## config.mk

```make
export PLATFORM = sky130hd
export DESIGN_NAME = unidade_busca
export DESIGN_NICKNAME = d
export VERILOG_FILES = /design/src/rtl/unidade_busca_pkg.sv /design/src/rtl/unidade_busca_fifo.sv /design/src/rtl/unidade_busca.sv
export SDC_FILE = /design/constraint.sdc
export NUM_CORES = 1
export LEC_CHECK = 0
export CAP_MARGIN = 30
export CORE_MARGIN = 2
export CORE_UTILIZATION = 59
export CTS_BUF_LIST = sky130_fd_sc_hd__clkbuf_8
export DETAILED_ROUTE_END_ITERATION = 12
export PLACE_DENSITY = 0.94
export SLEW_MARGIN = 20
export SYNTH_ARGS = -nofsm -noshare
export SYNTH_HDL_FRONTEND = slang
export SYNTH_SLANG_ARGS = --single-unit
```

## constraint.sdc

```tcl
create_clock -name clock -period 6.2 [get_ports clock]
set_input_delay 0.62 -clock clock [delete_from_list [all_inputs] [get_ports clock]]
set_output_delay 0.62 -clock clock [all_outputs]
set_load 0.01 [all_outputs]
```

## src/rtl/unidade_busca_pkg.sv

```systemverilog
// Shared definitions for the instruction fetch unit: fetch FSM encoding,
// default start address and the word shown on iin before anything is fetched.
package pkg_busca;

    typedef enum logic [1:0] {
        IDLE         = 2'd0,
        WAIT         = 2'd1,
        WAIT_DISCARD = 2'd2
    } estado_t;

    localparam logic [7:0]  RESET_PC_DEF = 8'h00;
    localparam logic [15:0] NOP          = 16'h0000;

endpackage

```

## src/rtl/unidade_busca_fifo.sv

```systemverilog
// Prefetch buffer: synchronous FIFO of {instruction, address} entries.
// Storage is plain registers; flush empties it in one cycle.
module fifo_busca #(
    parameter int WIDTH = 24,
    parameter int DEPTH = 2,
    localparam int PTR_W = $clog2(DEPTH),
    localparam int CNT_W = $clog2(DEPTH) + 1
) (
    input  logic             clk,
    input  logic             srst,
    input  logic             push,
    input  logic             pop,
    input  logic             flush,
    input  logic [WIDTH-1:0] wr_data,
    output logic [WIDTH-1:0] rd_data,
    output logic             full,
    output logic             empty,
    output logic [CNT_W-1:0] count
);

    logic [WIDTH-1:0] mem_reg [DEPTH];
    logic [PTR_W-1:0] wr_ptr_reg;
    logic [PTR_W-1:0] rd_ptr_reg;
    logic [CNT_W-1:0] count_reg;
    logic [DEPTH-1:0] wr_en;

    genvar gi;
    generate
        for (gi = 0; gi < DEPTH; gi++) begin : g_wr_en
            assign wr_en[gi] = push && (wr_ptr_reg == PTR_W'(gi));
        end
    endgenerate

    always_ff @(posedge clk) begin
        for (int i = 0; i < DEPTH; i++) begin
            if (wr_en[i]) begin
                mem_reg[i] <= wr_data;
            end
        end
    end

    // DEPTH is a power of two, so the pointers wrap on their own.
    always_ff @(posedge clk) begin
        if (srst || flush) begin
            wr_ptr_reg <= '0;
            rd_ptr_reg <= '0;
            count_reg  <= '0;
        end else begin
            if (push) begin
                wr_ptr_reg <= wr_ptr_reg + PTR_W'(1);
            end
            if (pop) begin
                rd_ptr_reg <= rd_ptr_reg + PTR_W'(1);
            end
            if (push && !pop) begin
                count_reg <= count_reg + CNT_W'(1);
            end else if (pop && !push) begin
                count_reg <= count_reg - CNT_W'(1);
            end
        end
    end

    assign rd_data = mem_reg[rd_ptr_reg];
    assign full    = (count_reg == CNT_W'(DEPTH));
    assign empty   = (count_reg == '0);
    assign count   = count_reg;

    a_no_overflow:  assert property (@(posedge clk) disable iff (srst) !(push && !pop && full));
    a_no_underflow: assert property (@(posedge clk) disable iff (srst) !(pop && empty));

endmodule

```

## src/rtl/unidade_busca.sv

```systemverilog
// Instruction fetch unit: owns the PC, fetches over a single-outstanding req/ack
// port into a prefetch FIFO and holds one instruction on iin until instr_done.
module unidade_busca
    import pkg_busca::*;
#(
    parameter int                ADDR_W     = 8,
    parameter int                DATA_W     = 16,
    parameter int                FIFO_DEPTH = 2,
    parameter logic [ADDR_W-1:0] RESET_PC   = ADDR_W'(RESET_PC_DEF)
) (
    input  logic              clock,
    input  logic              reset,
    output logic              mem_req,
    output logic [ADDR_W-1:0] mem_addr,
    input  logic              mem_ack,
    input  logic [DATA_W-1:0] mem_data,
    input  logic              pc_load,
    input  logic [ADDR_W-1:0] pc_value,
    input  logic              instr_done,
    output logic [DATA_W-1:0] iin,
    output logic              iin_valid,
    output logic [ADDR_W-1:0] pc_out
);

    localparam int ENTRY_W = DATA_W + ADDR_W;
    localparam int CNT_W   = $clog2(FIFO_DEPTH) + 1;

    estado_t           state_reg, state_next;
    logic [ADDR_W-1:0] pc_reg, pc_next;
    logic              mem_req_reg, mem_req_next;
    logic [ADDR_W-1:0] mem_addr_reg, mem_addr_next;
    logic [DATA_W-1:0] iin_reg, iin_next;
    logic              iin_valid_reg, iin_valid_next;
    logic [ADDR_W-1:0] pc_out_reg, pc_out_next;

    logic               fifo_push;
    logic               fifo_pop;
    logic               fifo_full;
    logic               fifo_empty;
    logic [CNT_W-1:0]   fifo_count;
    logic [ENTRY_W-1:0] fifo_head;
    logic               room_after_push;

    fifo_busca #(
        .WIDTH (ENTRY_W),
        .DEPTH (FIFO_DEPTH)
    ) u_fifo (
        .clk     (clock),
        .srst    (reset),
        .push    (fifo_push),
        .pop     (fifo_pop),
        .flush   (pc_load),
        .wr_data ({mem_data, mem_addr_reg}),
        .rd_data (fifo_head),
        .full    (fifo_full),
        .empty   (fifo_empty),
        .count   (fifo_count)
    );

    // The instruction register takes the head when it is free or being retired;
    // a redirect overrides both.
    assign fifo_pop        = !fifo_empty && (!iin_valid_reg || instr_done) && !pc_load;
    assign room_after_push = fifo_pop || (fifo_count < CNT_W'(FIFO_DEPTH - 1));

    always_comb begin
        state_next    = state_reg;
        pc_next       = pc_reg;
        mem_req_next  = mem_req_reg;
        mem_addr_next = mem_addr_reg;
        fifo_push     = 1'b0;

        case (state_reg)
            IDLE: begin
                if (pc_load) begin
                    pc_next = pc_value;
                end else if (!fifo_full) begin
                    state_next    = WAIT;
                    mem_req_next  = 1'b1;
                    mem_addr_next = pc_reg;
                end
            end

            WAIT: begin
                if (pc_load) begin
                    pc_next = pc_value;
                    if (mem_ack) begin
                        state_next   = IDLE;
                        mem_req_next = 1'b0;
                    end else begin
                        state_next = WAIT_DISCARD;
                    end
                end else if (mem_ack) begin
                    fifo_push = 1'b1;
                    pc_next   = pc_reg + ADDR_W'(1);
                    if (room_after_push) begin
                        mem_addr_next = pc_reg + ADDR_W'(1);
                    end else begin
                        state_next   = IDLE;
                        mem_req_next = 1'b0;
                    end
                end
            end

            WAIT_DISCARD: begin
                // The PC already points at the redirect target; only the
                // in-flight word has to be swallowed.
                if (pc_load) begin
                    pc_next = pc_value;
                end
                if (mem_ack) begin
                    state_next   = IDLE;
                    mem_req_next = 1'b0;
                end
            end

            default: begin
                state_next   = IDLE;
                mem_req_next = 1'b0;
            end
        endcase
    end

    always_comb begin
        iin_next       = iin_reg;
        iin_valid_next = iin_valid_reg;
        pc_out_next    = pc_out_reg;

        if (pc_load) begin
            iin_valid_next = 1'b0;
        end else if (fifo_pop) begin
            iin_next       = fifo_head[ENTRY_W-1:ADDR_W];
            pc_out_next    = fifo_head[ADDR_W-1:0];
            iin_valid_next = 1'b1;
        end else if (instr_done && iin_valid_reg) begin
            iin_valid_next = 1'b0;
        end
    end

    always_ff @(posedge clock) begin
        if (reset) begin
            state_reg     <= IDLE;
            pc_reg        <= RESET_PC;
            mem_req_reg   <= 1'b0;
            mem_addr_reg  <= RESET_PC;
            iin_reg       <= DATA_W'(NOP);
            iin_valid_reg <= 1'b0;
            pc_out_reg    <= RESET_PC;
        end else begin
            state_reg     <= state_next;
            pc_reg        <= pc_next;
            mem_req_reg   <= mem_req_next;
            mem_addr_reg  <= mem_addr_next;
            iin_reg       <= iin_next;
            iin_valid_reg <= iin_valid_next;
            pc_out_reg    <= pc_out_next;
        end
    end

    assign mem_req   = mem_req_reg;
    assign mem_addr  = mem_addr_reg;
    assign iin       = iin_reg;
    assign iin_valid = iin_valid_reg;
    assign pc_out    = pc_out_reg;

endmodule

```

==> impl_summary.log <==
INFO  metric yosys_warnings = 0
INFO  metric finalSetupViolCount = 0
INFO  metric synth_seq_cells = 96
INFO  metric grt_pass1_wl = between 10 and 15 mm
INFO  metric count_of_buffers_added_by_post_cts_timing_repair_for_setup = 0
INFO  metric finish.utilization = 74.5%
INFO  metric report.final.hold_viol_count = 0
INFO  metric grt_max_degree = 51
INFO  metric timing.slew.headroom = 50.7%
INFO  metric run_status = finished clean
INFO  metric drt_first_pass_iters = 4
INFO  metric synth-async-reset-ratio = 0%
INFO  metric cts_buffers = 9
INFO  metric design_power_total = 1.20 mW
INFO  metric grt_setup_unrepaired = no
INFO  metric max_slew.worst_pin.slew = 0.733 ns
INFO  metric gp_congestion = 0.865
INFO  metric clock_period_minus_final_worst_setup_slack = ~2.6 ns
INFO  metric gr-total-overflow = 0
INFO  metric post_cts_resized = 0
INFO  metric crit_path_top_delay_cell = sky130_fd_sc_hd__clkdlybuf4s50_1
INFO  metric cap_viol_max_count = 0
INFO  metric power_leakage = 1.51 nW
INFO  metric die_height = 85.1 um
INFO  metric worst_setup_end_kind = flip-flop
INFO  metric num_io_pins = 63
INFO  metric post_detailed_route_count_of_antenna_violating_nets = 0
INFO  metric tritoncts_clock_tree = built
INFO  metric netlist-cell-type-count = 43
INFO  metric start_util = 61.2%
INFO  metric cts.path.max_buffers = 2
INFO  metric detailedPlacementHpwl = 4.90 mm
INFO  metric dr_total_vias = 2,637
INFO  metric worst_vdd_ir = 0.168 mV
INFO  metric htree_num_levels = 3
INFO  metric vias_cell = 5.72
INFO  metric post_synth_inst_count = 324
INFO  metric vias_in_the_first_global_route = between 2,000 and 3,000
INFO  metric hp-class = flip-flop to flip-flop
INFO  metric syn_area = 0.00388 mm^2
INFO  metric final_common_cell = sky130_fd_sc_hd__clkdlybuf4s50_1
INFO  metric place.port_buffers = 62
INFO  metric groute.usage.overall = 21.2%
INFO  metric crit_path_cell_trace = clkdlybuf4s50_1 -> nor3_4 -> buf_4 -> inv_1 -> ha_1 -> xor2_1 -> nor2_1 -> a21oi_1 -> nor2_1
INFO  metric post_synth.cell_area_avg = 12.0 um^2
INFO  metric seq_area_frac_synth = 61.9%
INFO  metric worst_setup_path_start_kind = input port
INFO  metric holdWs = 0.499 ns
INFO  metric num-nets-final = 412
INFO  metric cts.sink_count = 96
INFO  metric dieWidth = 85.1 um
INFO  metric cts_hold_buf = 0
INFO  metric post_drt_wl_per_cell = around 16 um
INFO  metric layout.cells.most_common_list = sky130_fd_sc_hd__clkdlybuf4s50_1 (62), sky130_fd_sc_hd__dfxtp_1 (48), sky130_fd_sc_hd__edfxtp_1 (48)
INFO  metric final.fill_count = 398
INFO  metric num_antenna_cells = 0
INFO  metric remaining_routing_drc_violations = 0
INFO  metric core_region_area = 0.00635 mm^2
INFO  metric critPathMaxFanout = 50
INFO  metric synth_flop_cell = sky130_fd_sc_hd__edfxtp_1
INFO  metric clk_root_buffer_cell = sky130_fd_sc_hd__clkbuf_8
INFO  metric fin_setup_tns = 0 ns
INFO  metric syn-num-nets = about 360
INFO  metric flip_flop_count_of_the_largest_register_after_layout = 48
INFO  metric floorplan.rows = 29
INFO  metric worst_setup_hold_path_clk_slew = 0.09 ns
INFO  metric final_setup_skew = 0.00779 ns
INFO  metric post_synth_edffs = 48
INFO  metric criticalPathCategory = input port to flip-flop
INFO  metric syn2layout_area_growth = 21.9%
INFO  metric routed_wirelength = around 7.4 mm
INFO  metric max_clock_freq = ~390 MHz
INFO  metric drt_iter0_drc = 98
INFO  metric power_per_cell_area = 254 mW/mm^2
INFO  metric final_layout_size_suffix_gt1_share = between 7 and 8%
INFO  metric worst_path_most_repeated_cell = sky130_fd_sc_hd__nor2_1
INFO  metric worst_stage_delay_on_the_critical_path = 0.70 ns
INFO  metric arrival = around 2.8 ns
INFO  metric worst_skew_pair.late_latency = roughly 0.35 ns
INFO  metric fin_crit_sh = 41.6%
INFO  metric final_number_of_max_transition_violations = 0
INFO  metric critical_path_required = roughly 6.4 ns
INFO  metric grt_antenna_before_repair = 0
INFO  metric dieArea = 0.00725 mm^2
-- routing by layer --
layer  routed length (um)  share of wire, %  vias to the layer above  GRT usage (%)
met1                 3110                42                     1229           25.0
li1                     -                 -                     1310              -
met4                  112               1.5                        0           8.23
met3                  389               5.3                       14           5.64
met2                 3770                51                       84           36.9
met5                    0                 0                        -              0
-- cell usage after synthesis, types with 2 or more instances --
| library cell | instances | area (um^2) |
|---|---|---|
| sky130_fd_sc_hd__ha_1 | 4 | 50.1 |
| sky130_fd_sc_hd__nand3_1 | 4 | 20.0 |
| sky130_fd_sc_hd__xor2_1 | 4 | 35.0 |
| sky130_fd_sc_hd__a21oi_1 | 12 | 60.1 |
| sky130_fd_sc_hd__nor3_1 | 17 | 85.1 |
| sky130_fd_sc_hd__dfxtp_1 | 48 | 961 |
| sky130_fd_sc_hd__clkbuf_1 | 12 | 45.0 |
| sky130_fd_sc_hd__a211oi_1 | 34 | 255 |
| sky130_fd_sc_hd__buf_2 | 9 | 45.0 |
| sky130_fd_sc_hd__nor2_1 | 35 | 131 |
| sky130_fd_sc_hd__xnor2_1 | 7 | 61.3 |
| sky130_fd_sc_hd__nor4_1 | 3 | 18.8 |
| sky130_fd_sc_hd__inv_1 | 6 | 22.5 |
| sky130_fd_sc_hd__and2_0 | 2 | 12.5 |
| sky130_fd_sc_hd__nand2b_1 | 3 | 18.8 |
| sky130_fd_sc_hd__nand2_1 | 6 | 22.5 |
| sky130_fd_sc_hd__nor2b_1 | 6 | 37.5 |
| sky130_fd_sc_hd__edfxtp_1 | 48 | 1440 |
| sky130_fd_sc_hd__o21ai_0 | 11 | 55.1 |
| sky130_fd_sc_hd__and2_1 | 5 | 31.3 |
| sky130_fd_sc_hd__mux2i_1 | 25 | 250 |
| sky130_fd_sc_hd__buf_6 | 2 | 22.5 |
-- cells by family (layout without fill, tap and decap cells) --
| logic type | count (synthesis) | after routing | share of synthesized area [%] |
|---|---|---|---|
| AOI/OAI and AO/OA | 69 | 69 | 12.7 |
| muxes | 26 | 26 | 6.73 |
| and+or+nand+nor | 89 | 89 | 11.4 |
| xor gates and xnor gates | 11 | 11 | 2.48 |
| adders and majority gates | 4 | 4 | 1.29 |
| DFF | 96 | 96 | 61.9 |
| buffers and inverters | 29 | 89 | 3.48 |
-- worst paths after layout --
path | slack (ns) | cells past startpoint | startpoint | end
min reg2reg | 0.50 | 0 | mem_addr[6] | u_fifo.mem_reg[0][6]
max | 3.62 | 9 | pc_load | u_fifo.count[1]
min | 0.50 | 0 | mem_addr[6] | u_fifo.mem_reg[0][6]
max reg2reg | 3.79 | 4 | state_reg[0] | u_fifo.mem_reg[1][0]
-- worst max-delay path, delay by kind of cell --
kind	cells	cell delay, ns
simple gates	3	0.43
xor+xnor	1	0.19
buf+inv	3	1.23
compound gates	1	0.13
fa+ha+maj	1	0.21
-- power breakdown --
| part | total [mW] | internal (mW) | switching [mW] |
|---|---|---|---|
| Clock | 0.388 | 0.184 | 0.204 |
| Combinational | 0.111 | 0.0580 | 0.0531 |
| Sequential | 0.703 | 0.685 | 0.0182 |
-- metrics by stage --
step	instance area, um^2	std cells	setup WS (ns)
floorplan	3880	324	2.55
global placement	4530	444	3.14
detailed placement	4550	445	3.32
CTS	4730	461	3.66
global route	4730	461	3.51
finish	4730	461	3.62
-- final cells by class --
type / instances / area, um^2 / area share [%]
repair buffers: 67 / 666 / 14.1
inverters: 6 / 22.5 / 0.476
clock buffers: 9 / 124 / 2.62
multi-input cells: 199 / 1360 / 28.7
clock inverters: 7 / 63.8 / 1.35
well taps: 77 / 96.3 / 2.04
flip-flops and latches: 96 / 2400 / 50.8
(Power assumes the default switching activity.)
